## config.mk

```make
export PLATFORM = sky130hd
export DESIGN_NAME = fp_rx_clk
export DESIGN_NICKNAME = d
export VERILOG_FILES = /design/src/rtl/fp_pkg.sv /design/src/rtl/sync_2ff.sv /design/src/rtl/fp_rx_clk.sv
export SDC_FILE = /design/constraint.sdc
export NUM_CORES = 1
export LEC_CHECK = 0
export ABC_AREA = 0
export BUFFER_PORTS_ARGS = -buffer_cell sky130_fd_sc_hd__buf_2
export CAP_MARGIN = 20
export CORE_ASPECT_RATIO = 0.8
export CORE_MARGIN = 2
export CORE_UTILIZATION = 40
export CTS_CLUSTER_DIAMETER = 150
export DETAILED_ROUTE_END_ITERATION = 12
export GPL_ROUTABILITY_DRIVEN = 1
export HOLD_SLACK_MARGIN = 0.05
export PLACE_DENSITY = 0.67
export SLEW_MARGIN = 20
export SYNTH_ARGS = -nofsm -noshare
export SYNTH_HDL_FRONTEND = slang
export SYNTH_SLANG_ARGS = --single-unit
```

## constraint.sdc

```tcl
create_clock -name clk -period 2.4 [get_ports clk]
set_input_delay 0.24 -clock clk [delete_from_list [all_inputs] [get_ports clk]]
set_output_delay 0.24 -clock clk [all_outputs]
set_load 0.1 [all_outputs]
```

## src/rtl/fp_pkg.sv

```systemverilog
// Shared constants and types for the four-phase dual-rail receiver.
package fp_pkg;

    localparam int RAIL_NUM = 2;

    localparam logic [1:0] FP_NULL = 2'b00;
    localparam logic [1:0] FP_F    = 2'b01;
    localparam logic [1:0] FP_T    = 2'b10;
    localparam logic [1:0] FP_ILL  = 2'b11;

    typedef enum logic {
        WAIT_DATA = 1'b0,
        WAIT_NULL = 1'b1
    } fp_rx_state_t;

endpackage

```

## src/rtl/sync_2ff.sv

```systemverilog
// Plain two-flop synchroniser for asynchronous rails, synchronous active-low reset.
module sync_2ff #(
    parameter int WIDTH = 1
) (
    input  logic             clk,
    input  logic             rst_n,
    input  logic [WIDTH-1:0] i_d,
    output logic [WIDTH-1:0] o_q
);

    logic [WIDTH-1:0] r_s1;
    logic [WIDTH-1:0] r_s2;

    always_ff @(posedge clk) begin
        if (!rst_n) begin
            r_s1 <= '0;
            r_s2 <= '0;
        end else begin
            r_s1 <= i_d;
            r_s2 <= r_s1;
        end
    end

    assign o_q = r_s2;

endmodule

```

## src/rtl/fp_rx_clk.sv

```systemverilog
// Clocked consumer for a four-phase dual-rail link with a small output FIFO.
// Optional illegal-code detection is built when FP_RX_ERR_EN is defined.
module fp_rx_clk #(
    parameter int WIDTH    = 8,
    parameter int RAIL_NUM = 2,
    parameter int DEPTH    = 4
) (
    input  logic                             clk,
    input  logic                             rst_n,
    input  logic [WIDTH-1:0][RAIL_NUM-1:0]   in,
    output logic                             ack_o,
    output logic [WIDTH-1:0]                 out_data,
    output logic                             out_valid,
    input  logic                             out_ready,
    output logic                             err
);

    import fp_pkg::*;

    localparam int AW = $clog2(DEPTH);
    localparam logic [AW:0] FULL_CNT = (AW+1)'(DEPTH);

    logic [WIDTH*RAIL_NUM-1:0]           w_inFlat;
    logic [WIDTH*RAIL_NUM-1:0]           w_inSyncFlat;
    logic [WIDTH-1:0][RAIL_NUM-1:0]      w_inS;
    logic                                w_complete;
    logic                                w_isNull;
    logic [WIDTH-1:0]                    w_word;
    logic                                w_full;
    logic                                w_push;
    logic                                w_pop;

    fp_rx_state_t                        r_state;
    logic                                r_ack;
    logic [WIDTH-1:0]                    r_mem [DEPTH];
    logic [AW-1:0]                       r_wrPtr;
    logic [AW-1:0]                       r_rdPtr;
    logic [AW:0]                         r_count;

    assign w_inFlat = in;

    sync_2ff #(
        .WIDTH (WIDTH*RAIL_NUM)
    ) u_sync (
        .clk   (clk),
        .rst_n (rst_n),
        .i_d   (w_inFlat),
        .o_q   (w_inSyncFlat)
    );

    assign w_inS = w_inSyncFlat;

`ifdef FP_RX_ERR_EN
    logic w_illegal;
`endif

    always_comb begin
        w_complete = 1'b1;
        w_isNull   = 1'b1;
        w_word     = '0;
`ifdef FP_RX_ERR_EN
        w_illegal  = 1'b0;
`endif
        for (int i = 0; i < WIDTH; i++) begin
            if (w_inS[i] == FP_NULL) w_complete = 1'b0;
            else                     w_isNull   = 1'b0;
            w_word[i] = w_inS[i][1];
`ifdef FP_RX_ERR_EN
            if (w_inS[i] == FP_ILL) w_illegal = 1'b1;
`endif
        end
    end

    assign w_full = (r_count == FULL_CNT);
    // A same-cycle pop never frees space for the push; only full gates it.
    assign w_push = (r_state == WAIT_DATA) && w_complete && !w_full;
    assign w_pop  = out_valid && out_ready;

    always_ff @(posedge clk) begin
        if (!rst_n) begin
            r_state <= WAIT_DATA;
            r_ack   <= 1'b0;
        end else begin
            case (r_state)
                WAIT_DATA: begin
                    if (w_push) begin
                        r_ack   <= 1'b1;
                        r_state <= WAIT_NULL;
                    end
                end
                WAIT_NULL: begin
                    if (w_isNull) begin
                        r_ack   <= 1'b0;
                        r_state <= WAIT_DATA;
                    end
                end
                default: begin
                    r_ack   <= 1'b0;
                    r_state <= WAIT_DATA;
                end
            endcase
        end
    end

    always_ff @(posedge clk) begin
        if (w_push) r_mem[r_wrPtr] <= w_word;
    end

    always_ff @(posedge clk) begin
        if (!rst_n) begin
            r_wrPtr <= '0;
            r_rdPtr <= '0;
            r_count <= '0;
        end else begin
            if (w_push) r_wrPtr <= r_wrPtr + 1'b1;
            if (w_pop)  r_rdPtr <= r_rdPtr + 1'b1;
            case ({w_push, w_pop})
                2'b10:   r_count <= r_count + 1'b1;
                2'b01:   r_count <= r_count - 1'b1;
                default: r_count <= r_count;
            endcase
        end
    end

    assign ack_o     = r_ack;
    assign out_valid = (r_count != '0);
    assign out_data  = r_mem[r_rdPtr];

`ifdef FP_RX_ERR_EN
    logic r_err;

    always_ff @(posedge clk) begin
        if (!rst_n)                                   r_err <= 1'b0;
        else if ((r_state == WAIT_DATA) && w_illegal) r_err <= 1'b1;
    end

    assign err = r_err;
`else
    assign err = 1'b0;
`endif

endmodule

```

Word-level counts from Yosys, hierarchy flattened

Memories as Yosys holds them, arrays and structs flattened. A register that Yosys moved wholly into a read port is not among the register bits.
Cells that the tools add are included.

Add/subtract/negate cells: 4
Multipliers: 0
Divide/modulo/power cells: 0
Magnitude comparators: 0
Equality and inequality tests: 5
Shift operators: 0
Muxes and demuxes: 26
Bitwise logic cells: 1
Reductions and logical operators: 15

Operators by type and width:

| operator              | count |
|---|---|
| $mux W1               | 21 |
| $logic_not A2 Y1      | 8 |
| $pmux W3 S2           | 1 |
| $add A2 B1 Y2 const B | 2 |
| $mux W2               | 2 |
| $ne A2 B2 Y1 const B  | 2 |
| $pmux W1 S2           | 2 |
| $add A3 B1 Y3 const B | 1 |
| $eq A3 B3 Y1 const B  | 1 |
| $logic_and A1 B1 Y1   | 3 |
| $reduce_bool A3 Y1    | 1 |
| $sub A3 B1 Y3 const B | 1 |
| $eq A2 B1 Y1 const B  | 1 |
| $eq A2 B2 Y1 const B  | 1 |
| $reduce_and A2 Y1     | 1 |
| $reduce_bool A2 Y1    | 1 |
| $logic_not A1 Y1      | 1 |
| $not A1 Y1            | 1 |

Register bits: 41
Latch bits: 0
Memory bits (writable): 32
ROM bits: 0
Bits of input ports: 19
Output and inout port bits: 11
Word-level logic and storage cells: 59
Memories: 1

Memories:

| name  | depth | bits a word | rd ports | clocked after Yosys merged registers in | write ports | line            | text |
|---|---|---|---|---|---|---|---|
| r_mem | 4     | 8           | 1        | 1                                       | 1           | fp_rx_clk.sv:35 | `logic [WIDTH-1:0] r_mem [DEPTH];` |

Longest topological paths before layout

Word-level depth: 13
Mapped depth: 10
Mapped depth without buffers: 10

Modules after synthesis

From an unflattened synthesis, not the netlist that was laid out.

Cells, all modules: 180
Area total of the unflattened synthesis: 2691.3 um^2

Modules (own cells, without submodules):

| module    | instances | cells each | area each (um^2) |
|---|---|---|---|
| fp_rx_clk | 1         | 113        | 1795.5 |
| sync_2ff  | 1         | 67         | 895.9 |

Worst setup path before layout

OpenSTA, ideal clock, no wires.

Kind: register -> register
From: register r_count[2]
To: register r_count[2]
Library setup time: 0.076 ns
Arrival time: 2.299 ns
Path slack: 0.026 ns
Cell stages (with the launch flop): 11
Path buffers: 0
Clock period less this slack: 2.374 ns
Cell sequence: dfxtp_1 -> nor3b_1 -> or4_4 -> nor3_4 -> inv_1 -> ha_1 -> inv_1 -> fa_1 -> xor2_1 -> or3_1 -> a21boi_0

Cells in the longest elaborated chain, start to end: 5

Ends and longest elaborated chain:

| item                                              | line             | text |
|---|---|---|
| start: declaration                                | fp_rx_clk.sv:38  | `logic [AW:0] r_count;` |
| start signal: assignment                          | fp_rx_clk.sv:118 | `2'b10: r_count <= r_count + 1'b1;` |
| start signal: assignment                          | fp_rx_clk.sv:119 | `2'b01: r_count <= r_count - 1'b1;` |
| start signal: assignment                          | fp_rx_clk.sv:120 | `default: r_count <= r_count;` |
| $eq A3 B3 Y1                                      | fp_rx_clk.sv:74  | `assign w_full = (r_count == FULL_CNT);` |
| $logic_not A1 Y1                                  | fp_rx_clk.sv:76  | `assign w_push = (r_state == WAIT_DATA) && w_complete && !w_full;` |
| $logic_and A1 B1 Y1                               | fp_rx_clk.sv:76  |  |
| $eq A2 B1 Y1 or $eq A2 B2 Y1 (tied branches)      | fp_rx_clk.sv:117 | `case ({w_push, w_pop})` |
| $pmux W3 S2 or $reduce_bool A2 Y1 (tied branches) | --               |  |

Several ways; a longest one is shown, not always the timed one.
A chain may end at the register's enable or synchronous reset.

Worst setup path in the final report

Same ends and word-level chain as after synthesis.

==> impl_metrics.prom <==
# TYPE chip_impl_metric gauge
chip_impl_metric{name="combPwrFrac",unit="%"} 2.3
chip_impl_metric{name="path_max_fanout",unit=""} 2
chip_impl_metric{name="cellPowerDensity",unit="nW/um^2"} 801
chip_impl_metric{name="top_level_ports",unit=""} 30
chip_impl_metric{name="numPortBuffers",unit=""} 28
chip_impl_info{name="critPathCaptureType",value="flop"} 1
chip_impl_metric{name="finalCritPeriodShare",unit="%"} 94.2
chip_impl_metric{name="clock_sinks",unit=""} 75
chip_impl_info{name="hold_path_class",value="input pin to flop"} 1
chip_impl_metric{name="worstMarginPinSlew",unit="ps"} 538
chip_impl_metric{name="netsw",unit="mW"} 0.456
chip_impl_metric{name="ys_types",unit=""} 31
chip_impl_metric{name="timing.max_slew.rel_slack",unit="%"} 64.1
chip_impl_metric{name="fmax",unit="MHz"} 442
chip_impl_metric{name="p_int",unit="mW"} 2.06
chip_impl_info{name="dr.max_layer_used",value="met4"} 1
chip_impl_metric{name="ctsHoldBuffers",unit=""} 0
chip_impl_metric{name="die-height",unit="um"} 76.8
chip_impl_info{name="rsz_0062_raised_after_global_routing",value="no"} 1
chip_impl_metric{name="sw_frac_of_total",unit="%"} 18.1
chip_impl_metric{name="cts.reportedPaths.clkPinSlew",unit="ps"} 70
chip_impl_metric{name="detailed_place_hpwl",unit="um"} 2700
chip_impl_metric{name="layout.nets",unit=""} 243
chip_impl_metric{name="cap_viol_max_count",unit=""} 0
chip_impl_metric{name="seq_power_share",unit="%"} 54.1
chip_impl_metric{name="first_global_vias",unit=""} 1353
chip_impl_metric{name="r2r_cells",unit=""} 10
chip_impl_info{name="rr_startpoint",value="r_count[2]$_SDFFE_PN0P_"} 1
chip_impl_metric{name="vias_per_cell",unit=""} 4.43
chip_impl_metric{name="post_synthesis_average_cell_area",unit="um^2"} 14.7
chip_impl_metric{name="via_count",unit=""} 1360
chip_impl_metric{name="synth.ff_latch_count",unit=""} 75
chip_impl_metric{name="core_area",unit="um^2"} 6410
chip_impl_metric{name="gp_routability_congestion",unit=""} 0.688
chip_impl_metric{name="num_antenna_cells",unit=""} 0
chip_impl_metric{name="dr_wl_met3",unit="um"} 237
chip_impl_metric{name="m1WireLength",unit="um"} 1740
chip_impl_metric{name="post_route_cells_drive_above_1_share",unit="%"} 28.7
chip_impl_metric{name="grt_pass1_wl",unit="um"} 6480
chip_impl_info{name="crit_start",value="r_count[2]$_SDFFE_PN0P_"} 1
chip_impl_metric{name="layout-area-overhead-vs-synth",unit="%"} 18.8
chip_impl_metric{name="starting_utilization_of_the_core_area",unit="%"} 41.3
chip_impl_metric{name="first_pass_iters",unit=""} 4
chip_impl_info{name="worstSetupEndpoint",value="r_count[2]$_SDFFE_PN0P_"} 1
chip_impl_metric{name="ys.warnings.count",unit=""} 0
chip_impl_metric{name="skew",unit="ps"} 8.89
chip_impl_metric{name="timing.final.setup_violations",unit=""} 0
chip_impl_metric{name="p_leak",unit="nW"} 1.20
chip_impl_metric{name="tns",unit="ps"} 0
chip_impl_metric{name="avgRoutedWirePerCell",unit="um"} 12.8
chip_impl_info{name="crit_start_category",value="flop"} 1
chip_impl_metric{name="globalRouteOverflowTotal",unit=""} 0
chip_impl_metric{name="placement.cell_area",unit="um^2"} 2910
chip_impl_metric{name="met2WireLength",unit="um"} 1860
chip_impl_metric{name="detail_route.drc_violations",unit=""} 0
chip_impl_metric{name="drt-total-wl",unit="um"} 3920
chip_impl_info{name="outcome",value="complete, no violations"} 1
chip_impl_metric{name="r2r_setup_slack",unit="ps"} 140
chip_impl_metric{name="finalHoldViolCount",unit=""} 0
chip_impl_metric{name="timing_max_transition_violations_final",unit=""} 0
chip_impl_metric{name="minimum_period_implied_by_the_final_worst_setup_slack",unit="ps"} 2260
chip_impl_metric{name="cts_max_path_buffers",unit=""} 2
chip_impl_metric{name="ant_nets",unit=""} 0
chip_impl_metric{name="htree_levels",unit=""} 3
chip_impl_metric{name="netlist_instances",unit=""} 180
chip_impl_metric{name="clock_power_share",unit="%"} 43.6
chip_impl_metric{name="tritoncts.num_buffers",unit=""} 9
chip_impl_metric{name="final_design_area_no_fill",unit="um^2"} 3140
chip_impl_metric{name="cp.required",unit="ps"} 2670
chip_impl_metric{name="dieWidth",unit="um"} 95.0
chip_impl_metric{name="dieArea",unit="um^2"} 7290
chip_impl_info{name="capturing_point_of_the_worst_reg2reg_path",value="r_count[2]$_SDFFE_PN0P_"} 1
chip_impl_metric{name="detailedRoute.firstIterationViolations",unit=""} 57
chip_impl_info{name="timing.setup.critical_path_class",value="flop to flop"} 1
chip_impl_metric{name="seq_area_frac_synth",unit="%"} 68.8
chip_impl_metric{name="antenna_found_initial",unit=""} 0
chip_impl_info{name="clk_root_buffer_cell",value="sky130_fd_sc_hd__clkbuf_8"} 1
chip_impl_metric{name="clock_insertion_delay_worst_skew",unit="ps"} 340
chip_impl_metric{name="num_rows",unit=""} 26
chip_impl_metric{name="gr-usage-all-layers",unit="%"} 12.5
chip_impl_metric{name="syn-cell-area",unit="um^2"} 2650
chip_impl_metric{name="worst_ir_drop_vdd",unit="V"} 0.000641
chip_impl_metric{name="maximum_number_of_pins_on_one_net_before_global_route_repair",unit=""} 45
chip_impl_metric{name="critPathArrivalTime",unit="ps"} 2530
chip_impl_metric{name="synth_fp_nets",unit=""} 205
chip_impl_info{name="cts_tree",value="built"} 1
[sequential cells by signal (all words and copies together), names as in the netlist, named ones only]
| name | count |
|---|---|
| r_count | 3 |
| u_sync.r_s1 | 16 |
| r_wrPtr | 2 |
| r_state | 1 |
| u_sync.o_q | 16 |
| r_rdPtr | 2 |
| r_mem | 32 |
| ack_o | 1 |
[timing repair]
item | in CTS | in global routing
pin swaps | 0 | 1
resized for setup | 3 | 2
buffers inserted | 0 | 0
endpoints found under the setup margin | 1 | 2
[cell usage after synthesis]
master	count	area, um^2
sky130_fd_sc_hd__a21boi_0	1	7.51
sky130_fd_sc_hd__and2_1	41	257
sky130_fd_sc_hd__and2_2	1	7.51
sky130_fd_sc_hd__buf_1	1	3.75
sky130_fd_sc_hd__buf_2	1	5.00
sky130_fd_sc_hd__buf_4	1	7.51
sky130_fd_sc_hd__clkbuf_1	4	15.0
sky130_fd_sc_hd__conb_1	1	3.75
sky130_fd_sc_hd__dfxtp_1	43	861
sky130_fd_sc_hd__edfxtp_1	32	961
sky130_fd_sc_hd__fa_1	1	20.0
sky130_fd_sc_hd__ha_1	5	62.6
sky130_fd_sc_hd__inv_1	7	26.3
sky130_fd_sc_hd__mux2i_1	2	20.0
sky130_fd_sc_hd__mux4_2	8	180
sky130_fd_sc_hd__nand2_1	6	22.5
sky130_fd_sc_hd__nand4_1	1	6.26
sky130_fd_sc_hd__nor2_1	1	3.75
sky130_fd_sc_hd__nor3_4	1	16.3
sky130_fd_sc_hd__nor3b_1	1	7.51
sky130_fd_sc_hd__nor4_1	4	25.0
sky130_fd_sc_hd__o21a_1	3	22.5
sky130_fd_sc_hd__o21ai_0	2	10.0
sky130_fd_sc_hd__o21bai_1	1	7.51
sky130_fd_sc_hd__o22ai_1	3	18.8
sky130_fd_sc_hd__o31a_2	1	10.0
sky130_fd_sc_hd__or3_1	1	6.26
sky130_fd_sc_hd__or3_2	1	7.51
sky130_fd_sc_hd__or4_4	1	11.3
sky130_fd_sc_hd__xnor2_1	2	17.5
sky130_fd_sc_hd__xor2_1	2	17.5
[area by class of cell]
class	instances	area (um^2)
clock buffer	10	128
clock inverter	6	104
fill	583	3260
inverter	7	26.3
multi-input combinational	91	768
sequential	75	1830
tap	84	105
timing repair buffer	34	185
[metal layers]
metal	GRT usage, %	up-vias
li1	-	701
met1	14.7	616
met2	19.2	34
met3	5.60	9
met4	6.52	0
met5	0	-
[critical path: stages, from the launching register on]
cell and delay (ps):
sky130_fd_sc_hd__dfxtp_1 310, sky130_fd_sc_hd__nor3b_1 140, sky130_fd_sc_hd__or4_4 550, sky130_fd_sc_hd__nor3_4 140, sky130_fd_sc_hd__inv_1 60, sky130_fd_sc_hd__ha_1 220
sky130_fd_sc_hd__inv_1 70, sky130_fd_sc_hd__fa_1 170, sky130_fd_sc_hd__xor2_1 80, sky130_fd_sc_hd__or3_1 310, sky130_fd_sc_hd__a21boi_1 140
[metrics by stage]
step | setup WS (ps) | hold slack (ps) | utilization (%) | total power, mW | cells
floorplan | 25.6 | 367 | - | 1.42 | 180
global placement | 104 | 414 | 45.4 | 1.45 | 291
detailed placement | 17.5 | 417 | 45.4 | 1.45 | 291
CTS | 27.0 | 82.8 | 49.0 | 2.55 | 307
global route | 7.62 | 82.8 | 49.1 | 2.62 | 307
finish | 139 | 104 | 49.1 | 2.52 | 307
[placed cells by master (no fill, tap or decap), drive strengths merged]
cell,Yosys,final
dfxtp,43,43
and2,42,42
buf,3,34
edfxtp,32,32
clkbuf,4,10
mux4,8,8
inv,7,7
nand2,6,6
ha,5,5
nor4,4,4
o22ai,3,3
o21a,3,3
bufinv,0,3
clkinv,0,3
xnor2,2,2
mux2i,2,2
xor2,2,2
o21ai,2,2
or3,2,2
o31a,1,1
nor3b,1,1
o21bai,1,1
or4,1,1
nor2,1,1
nor3,1,1
nand4,1,1
a21boi,1,1
fa,1,1
conb,1,1
[power by group through the flow]
stage	Combinational, mW	Clock (mW)	Sequential [mW]
CTS	0.0587	1.12	1.36
floorplan	0.0375	0	1.39
finish	0.0573	1.10	1.36
global placement	0.0576	0	1.39
global route	0.0664	1.19	1.37
detailed placement	0.0585	0	1.39
[how the worst min path moves through the flow]
stage / slack, ps / end / depth (start not counted) / start
6_report: 100 / u_sync.r_s1[3]$_SDFF_PN0_ / 2 / in[3]
5_1_grt: 80 / u_sync.r_s1[7]$_SDFF_PN0_ / 2 / in[7]
4_1_cts: 80 / u_sync.r_s1[3]$_SDFF_PN0_ / 2 / in[3]
3_5_place_dp: 420 / u_sync.o_q[14]$_SDFF_PN0_ / 1 / u_sync.r_s1[14]$_SDFF_PN0_
3_3_place_gp: 410 / u_sync.o_q[9]$_SDFF_PN0_ / 1 / u_sync.r_s1[9]$_SDFF_PN0_
2_1_floorplan: 370 / u_sync.r_s1[0]$_SDFF_PN0_ / 1 / in[0]
[logic make-up (layout without fill, tap and decap cells)]
kind of cell               Yosys count  after routing  share of synthesized area, %
muxes                               10             10                          7.56
other                                1              1                         0.142
adders and majority gates            6              6                          3.12
xor gates and xnor gates             4              4                          1.32
DFF                                 75             75                          68.8
AOI/OAI and AO/OA                   11             11                          2.88
and+or+nand+nor                     59             59                          14.0
buffers and inverters               14             57                          2.17
Power figures use the tool's default switching activity.
